## src/rtl/alu_pkg.sv

```systemverilog
// alu_pkg: shared encodings for the sequential add/sub datapath
package alu_pkg;
  localparam int WIDTH_DEF = 32;
  localparam logic OP_ADD = 1'b0;
  localparam logic OP_SUB = 1'b1;
  typedef enum logic [1:0] {IDLE = 2'd0, RUN = 2'd1, DONE = 2'd2} state_t;
endpackage

```

## src/rtl/addsub_slice.sv

```systemverilog
// addsub_slice: combinational ripple adder for one slice, exposing the carry into its MSB
module addsub_slice #(
  parameter int SLICE = 8
) (
  input  logic [SLICE-1:0] a,
  input  logic [SLICE-1:0] b,
  input  logic             cin,
  output logic [SLICE-1:0] sum,
  output logic             cout,
  output logic             cmsb
);
  logic [SLICE:0] w_c;
  assign w_c[0] = cin;
  for (genvar i = 0; i < SLICE; i++) begin : g_bit
    assign sum[i]    = a[i] ^ b[i] ^ w_c[i];
    assign w_c[i+1]  = (a[i] & b[i]) | (w_c[i] & (a[i] ^ b[i]));
  end
  assign cout = w_c[SLICE];
  assign cmsb = w_c[SLICE-1];
endmodule

```

## src/rtl/addsub_seq.sv

```systemverilog
// addsub_seq: multi-cycle add/subtract, SLICE bits per clock LSB first, with start/done handshake
module addsub_seq
  import alu_pkg::*;
#(
  parameter int WIDTH = WIDTH_DEF,
  parameter int SLICE = 8
) (
  input  logic             clock,
  input  logic             clear,
  input  logic             start,
  input  logic             op,
  input  logic [WIDTH-1:0] RA,
  input  logic [WIDTH-1:0] RB,
  output logic             busy,
  output logic             done,
  output logic [WIDTH-1:0] Zlow,
  output logic             c_out,
  output logic             overflow,
  output logic             zero
);
  localparam int N  = WIDTH / SLICE;
  localparam int IW = N > 1 ? $clog2(N) : 1;
  state_t           r_state;
  logic [IW-1:0]    r_idx;
  logic [WIDTH-1:0] r_a, r_b, r_part, w_full;
  logic             r_carry;
  logic [SLICE-1:0] w_sum;
  logic             w_cout, w_cmsb, w_last;
  assign w_last = r_idx == IW'(N - 1);
  assign busy   = r_state == RUN;
  assign done   = r_state == DONE;
  addsub_slice #(.SLICE(SLICE)) u_slice (
    .a    (r_a[r_idx*SLICE +: SLICE]),
    .b    (r_b[r_idx*SLICE +: SLICE]),
    .cin  (r_carry),
    .sum  (w_sum),
    .cout (w_cout),
    .cmsb (w_cmsb)
  );
  always_comb begin
    w_full = r_part;
    w_full[r_idx*SLICE +: SLICE] = w_sum;
  end
  // subtract is folded into the operand register as ~B with carry-in 1
  always_ff @(posedge clock or negedge clear) begin
    if (!clear) begin
      r_state  <= IDLE;
      r_idx    <= '0;
      r_a      <= '0;
      r_b      <= '0;
      r_part   <= '0;
      r_carry  <= 1'b0;
      Zlow     <= '0;
      c_out    <= 1'b0;
      overflow <= 1'b0;
      zero     <= 1'b0;
    end else begin
      case (r_state)
        RUN: begin
          r_part  <= w_full;
          r_carry <= w_cout;
          r_idx   <= r_idx + 1'b1;
          if (w_last) begin
            Zlow     <= w_full;
            c_out    <= w_cout;
            overflow <= w_cmsb ^ w_cout;
            zero     <= w_full == '0;
            r_idx    <= '0;
            r_state  <= DONE;
          end
        end
        default: begin
          r_state <= IDLE;
          if (start) begin
            r_a     <= RA;
            r_b     <= op == OP_SUB ? ~RB : RB;
            r_carry <= op == OP_SUB;
            r_idx   <= '0;
            r_state <= RUN;
          end
        end
      endcase
    end
  end
endmodule

```

## config.mk

```make
export PLATFORM = sky130hd
export DESIGN_NAME = addsub_seq
export DESIGN_NICKNAME = d
export VERILOG_FILES = /design/src/rtl/alu_pkg.sv /design/src/rtl/addsub_slice.sv /design/src/rtl/addsub_seq.sv
export SDC_FILE = /design/constraint.sdc
export NUM_CORES = 1
export LEC_CHECK = 0
export CORE_UTILIZATION = 40
export DETAILED_ROUTE_END_ITERATION = 10
export GPL_TIMING_DRIVEN = 0
export SETUP_SLACK_MARGIN = 0.3
export SLEW_MARGIN = 10
export SYNTH_ARGS = -nofsm -noshare
export SYNTH_HDL_FRONTEND = slang
export SYNTH_SLANG_ARGS = --single-unit
export TNS_END_PERCENT = 100
```

## constraint.sdc

```tcl
create_clock -name clock -period 6.14 [get_ports clock]
set_input_delay 0.921 -clock clock [delete_from_list [all_inputs] [get_ports clock]]
set_output_delay 0.921 -clock clock [all_outputs]
set_load 0.01 [all_outputs]
```

== After elaboration in Yosys (flattened, before gate mapping) ==
Index checks and enable logic that the tools add are counted.
Cells by class
  add/subtract/negate cells: 2
  $mul: 0
  div/mod/pow operators: 0
  magnitude comparators: 0
  eq/ne operators: 4
  shift operators: 4
  mux-type cells: 10
  bitwise gates (word level): 43
  reduce and logical (&&, ||, !) cells: 4
Operators by type and width (number)
  $shiftx A32 B6 Y8: 2
  $neg A5 Y34: 1
  $shift A8 B34 Y32 const A: 1
  $shiftx A8 B34 Y32: 1
  $bwmux W32: 1
  $logic_not A32 Y1: 1
  $mux W32: 1
  $not A32 Y32: 1
  $xor A1 B1 Y1: 17
  $and A1 B1 Y1: 16
  $mux W2: 5
  $or A1 B1 Y1: 8
  $eq A2 B2 Y1 const B: 2
  $reduce_and A2 Y1: 2
  $mux W1: 3
  $add A2 B1 Y2 const B: 1
  $eq A2 B1 Y1 const B: 1
  $ne A2 B1 Y1 const B: 1
  $reduce_bool A2 Y1: 1
  $not A1 Y1: 1
Storage, ports and cells
  flip-flop bits (word level): 136
  latch bits: 0
  RAM bits: 0
  bits in read-only memories: 0
  input port bits: 68
  output and inout bits: 37
  logic and storage cells: 77
  memories kept: 0

== Depth between registers and ports, before layout ==
Gate-level depths: netlist of run 1.
  depth in word-level cells: 20
  gate-level depth with buffers: 20
  gate-level depth less buffers: 17

== Cells and area by module ==
From an unflattened synthesis of run 1, not the netlist that was laid out.
Second synthesis, totals
  cells, all modules: 582
  area, all modules: 6493.7 um^2
Modules (own cells, without submodules)
  addsub_seq: instances 1, cells each 564, area an instance 6296.0 um^2, sequential area each 3403.3 um^2
  addsub_slice: instances 1, cells each 18, area an instance 197.7 um^2, sequential area each 0.0 um^2

== Worst setup path before layout of run 1 ==
OpenSTA, ideal clock, no wires.
  kind: reg-to-reg
  start point: register r_idx[0]
  end point: register zero
  library setup time: 0.076 ns
  arrival: 4.983 ns
  data required time: 6.064 ns
  setup slack: 1.080 ns
  stages on the path, launching flop included: 20
  path buffers: 2
  clock period less this slack: 5.060 ns
  path through: dfrtp_1 > buf_2 > mux4_2 > inv_1 > fa_1 > fa_1 > fa_1 > fa_1 > fa_1 > inv_1 > fa_1 > inv_1 > fa_1 > fa_1 > buf_2 > and4_4 > a21oi_1 > nor4_1 > nand4_1 > o21ai_1
On the way
  cells in the longest elaborated chain, start to end: 20
  elaborated cells between the ends (all ways): 46
  classes of those cells: add/sub (1); eq/ne (1); shift (4); mux (1); bitwise (37); reduce/logical (2)
RTL lines
  start, declared: RTL line addsub_seq.sv:24  | logic [IW-1:0] r_idx;
  start signal, assigned: RTL line addsub_seq.sv:62  | r_idx <= r_idx + 1'b1;
  $shiftx A32 B6 Y8 (on tied branches): RTL line addsub_seq.sv:33, addsub_seq.sv:34
  $xor A1 B1 Y1: RTL line addsub_slice.sv:15, addsub_slice.sv:16
  $and A1 B1 Y1: RTL line addsub_slice.sv:16  | assign w_c[i+1] = (a[i] & b[i]) | (w_c[i] & (a[i] ^ b[i]));
  $or A1 B1 Y1: RTL line addsub_slice.sv:16
  $and A1 B1 Y1: RTL line addsub_slice.sv:16
  $or A1 B1 Y1: RTL line addsub_slice.sv:16
  $and A1 B1 Y1: RTL line addsub_slice.sv:16
  $or A1 B1 Y1: RTL line addsub_slice.sv:16
  [... 4 more ...]
  $and A1 B1 Y1: RTL line addsub_slice.sv:16
  $or A1 B1 Y1: RTL line addsub_slice.sv:16
  $and A1 B1 Y1: RTL line addsub_slice.sv:16
  $or A1 B1 Y1: RTL line addsub_slice.sv:16
  $xor A1 B1 Y1: RTL line addsub_slice.sv:15  | assign sum[i] = a[i] ^ b[i] ^ w_c[i];
  $shiftx A8 B34 Y32: RTL line addsub_seq.sv:42  | w_full[r_idx*SLICE +: SLICE] = w_sum;
  $bwmux W32: RTL line addsub_seq.sv:42
  $logic_not A32 Y1: RTL line addsub_seq.sv:67  | zero <= w_full == '0;
  end signal, assigned: RTL line addsub_seq.sv:56  | zero <= 1'b0;
  end signal, assigned: RTL line addsub_seq.sv:67
  end, declared: RTL line addsub_seq.sv:19  | output logic zero
Parallel ways exist; a longest one is shown, timed or not.
A chain may end at the register's enable or synchronous reset.

== Worst setup path in the final report of run 1 ==
Same ends and word-level chain as after synthesis.

==> results_dict.tcl, run 1 <==
set metrics [dict create \
    status "finished, final reports clean" \
    rr_worst_depth 19 \
    antenna_found_initial 0 \
    finClkSkew_ns 0.00705 \
    ys_seq_area_share_pct 52.6 \
    ys_warn_count 0 \
    ys_ff_latch 136 \
    synth_area_sq_mm 0.00647 \
    ir_drop_uv 436 \
    grt.busiest_layer "met2" \
    grt_usage_pct 21.4 \
    core_area_sq_mm 0.0158 \
    wl_per_cell_um 17.2 \
    leakagePower_nw 3.51 \
    synthXorXnorAreaFrac_pct 4.46 \
    synth_nets 674 \
    critical_path_class "register to register" \
    viasPerCell 5.13 \
    multiInputGateArea_sq_mm 0.00270 \
    rows 46 \
    gp_congestion 0.822 \
    hpwl_um 11700 \
    initial_core_util_pct 40.9 \
    rsz0062_at_grt "false" \
    dieWidth_um 129 \
    critPathBufInv 5 \
    synth_top_family_by_area "compound AO/OA/AOI/OAI gates" \
    crit_path_cell_trace "clkbuf_4, mux4_2, inv_1, fa_1, fa_1, fa_1, fa_1, fa_1, inv_1, fa_1, inv_1, fa_1, fa_1, clkbuf_4, and4_4, a21oi_1, nor4_1, nand4_1, o21ai_1" \
    drive_gt1_share_pct 11.4 \
    cts_buffer_depth 2 \
    met2_usage_pct 35.8 \
    routed_wl_um 16200 \
    synthArstFlopShare_pct 100 \
    clkSinkCount 136 \
    mostFrequentLayoutCells "136 x dfrtp_1, 102 x clkdlybuf4s50_1, 90 x nand2_1, 77 x o21ai_1, 44 x inv_1" \
    fmaxAchievable_mhz 182 \
    synth-edff-count 0 \
    setup_tns_ns 0 \
    synth_ff_type "dfrtp_1" \
    die_y_um 129 \
    num_io_pins 105 \
    final_util_pct 53.2 \
    r2r_slack_ns 0.66 \
    numCtsBuffers 17 \
    cts_tree "yes" \
    end_kind "register" \
    cpPeakStageDelay_ns 0.49 \
    worstPathArrival_ns 5.84 \
    cts_hold_buf 0 \
    synthAdderAreaFrac_pct 3.63 \
    p_per_area_mw_per_mm2 636 \
    vias 4834 \
    synth-compound-area-share_pct 13.9 \
    slew_violations 0 \
    antenna_left 0 \
    grt_pass1_wl_um 26700 \
    synth.area.mux_share_pct 11.1 \
    worstSkewPairLatency_ns 0.43 \
    dp.cells 912 \
    cp_slowest_cell "fa_1" \
    cpMostUsedCell "fa_1" \
    period_needed_ns 5.48 \
    hold_viol 0 \
    period_share_pct 89.3 \
    io_buffers 103 \
    syn_to_final_growth_pct 30.1 \
    synth.avg_cell_area_sq_um 10.9 \
    cts.clk_slew.worst_paths_ns 0.06 \
    cp_data_required_time_ns 6.50 \
    dieArea_sq_mm 0.0167 \
    tightest_slew_ns 0.745 \
    mostFrequentLayoutCell "dfrtp_1" \
    reg2reg_from "r_idx[0]" \
    drtIter0Drc 333 \
    syn_inst 592 \
    synthSimpleGateAreaFrac_pct 8.52 \
    relSlewSlack_pct 50.3 \
    grt_use_met1_pct 27.0 \
    h-tree-depth 4 \
    drcViolationCount 0 \
    cp_max_fo 10 \
    cts_root_buf "clkbuf_16" \
    grt_overflow_total 0 \
    whs_path_depth 2 \
    fin_nets 797 \
    layout.cells.non_filler 943 \
    first_pass_iters 5 \
    hp-start "r_b[20]" \
    whs_ns 0.481 \
    grt_max_degree 82 \
    synth.distinct_cells 36 \
    grt_pass1_vias 5168 \
    hold_path_end "r_b[20]" \
    drv_cap 0 \
    seqCellArea_sq_mm 0.00340 \
    grtUsageMet3_pct 4.87 \
    r2r_end "zero" \
    fillers 1429 \
    cp-start-kind "register" \
    crit_family "adder cells" \
    diodes 0 \
    setup_violations 0 \
    hp-class "register to register" \
]
-- stage by stage --
step	setup slack (ns)	area, sq um	power [mW]
2_1_floorplan	1.08	6470	3.22
3_3_place_gp	-1.12	7780	4.25
3_5_place_dp	0.393	7800	4.33
4_1_cts	0.392	8420	5.41
5_1_grt	0.317	8430	5.74
6_report	0.659	8430	5.36
-- synthesized netlist by cell type, drive strengths merged, types with 6 or more instances --
library cell | count | area share (%)
mux2 | 32 | 5.6
a31oi | 6 | 0.58
nor4 | 6 | 0.58
mux4 | 16 | 5.6
clkbuf | 9 | 0.52
nand2 | 91 | 5.3
inv | 47 | 2.7
buf | 33 | 2.5
fa | 8 | 2.5
nor2 | 12 | 0.70
dfrtp | 136 | 53
a21oi | 13 | 1.0
ha | 6 | 1.2
o21ai | 79 | 6.1
o221ai | 22 | 3.0
xnor2 | 33 | 4.5
o21a | 22 | 2.6
-- layer usage --
| layer | wire length, um | up-vias | part of all wire (%) |
|---|---|---|---|
| met1 | 7150 | 2376 | 44 |
| met3 | 812 | 23 | 5.0 |
| met5 | 0 | - | 0 |
| met4 | 306 | 0 | 1.9 |
| li1 | - | 2281 | - |
| met2 | 7940 | 154 | 49 |
-- kinds of logic after synthesis --
logic type | count (synthesis)
compound gates | 148
flops | 136
simple gates | 124
buf+inv | 89
mux | 48
xor+xnor | 33
fa+ha+maj | 14
-- where the power goes --
part | switching [mW] | leakage, nW | internal (mW)
Combinational | 1.69 | 1.50 | 1.07
Clock | 0.372 | 0.306 | 0.693
Sequential | 0.236 | 1.71 | 1.31
-- worst register-to-register path, delay by kind of cell (launching register included) --
| kind | cells | cell delay, ns |
|---|---|---|
| adder cells (fa/ha/maj) | 8 | 3.02 |
| buffers and inverters | 5 | 0.70 |
| AND/OR/NAND/NOR | 3 | 0.66 |
| flip-flops | 1 | 0.47 |
| multiplexers | 1 | 0.36 |
| AO/OA/AOI/OAI | 2 | 0.20 |
-- sequential cells by signal, indices dropped and copies added (netlist names) --
register,flops
r_a,32
r_part,32
r_b,32
zero,1
r_state,2
r_idx,2
overflow,1
Zlow,32
r_carry,1
c_out,1
-- worst max path at each step --
stage,from,endpoint,slack (ns),cells after the start
after detailed placement,r_idx[1],zero,0.39,20
after global placement,clear,r_b[26],-1.12,1
after floorplan,r_idx[0],zero,1.08,19
final,r_idx[0],zero,0.66,19
after CTS,r_idx[1],zero,0.39,20
after global routing,r_idx[0],zero,0.32,19
-- final cells by class --
type / count / share of cell area, %
Multi-Input combinational cell: 367 / 32.0
Sequential cell: 136 / 40.4
Buffer: 42 / 2.45
Timing Repair Buffer: 104 / 12.6
Inverter: 47 / 2.09
Tap cell: 216 / 3.21
Clock inverter: 10 / 1.78
Clock buffer: 21 / 5.46
-- timing repair --
item,in CTS,in global routing
setup endpoints to repair,0,1
resized for setup,0,5
buffers inserted,0,0
Power figures use the tool's default switching activity.
==> run 2, diff against run 1 <==
Settings changed: HOLD_SLACK_MARGIN from default to 0.12.
==> results of run 2 <==
Same layout as run 1: the final DEF is identical, and so are final timing and power.
==> run 3, diff against run 2 <==
Settings changed: ABC_CLOCK_PERIOD_IN_PS from default to 6140, CTS_CLUSTER_DIAMETER from default to 200.
==> results of run 3 <==
Same layout as run 1: the final DEF is identical, and so are final timing and power.
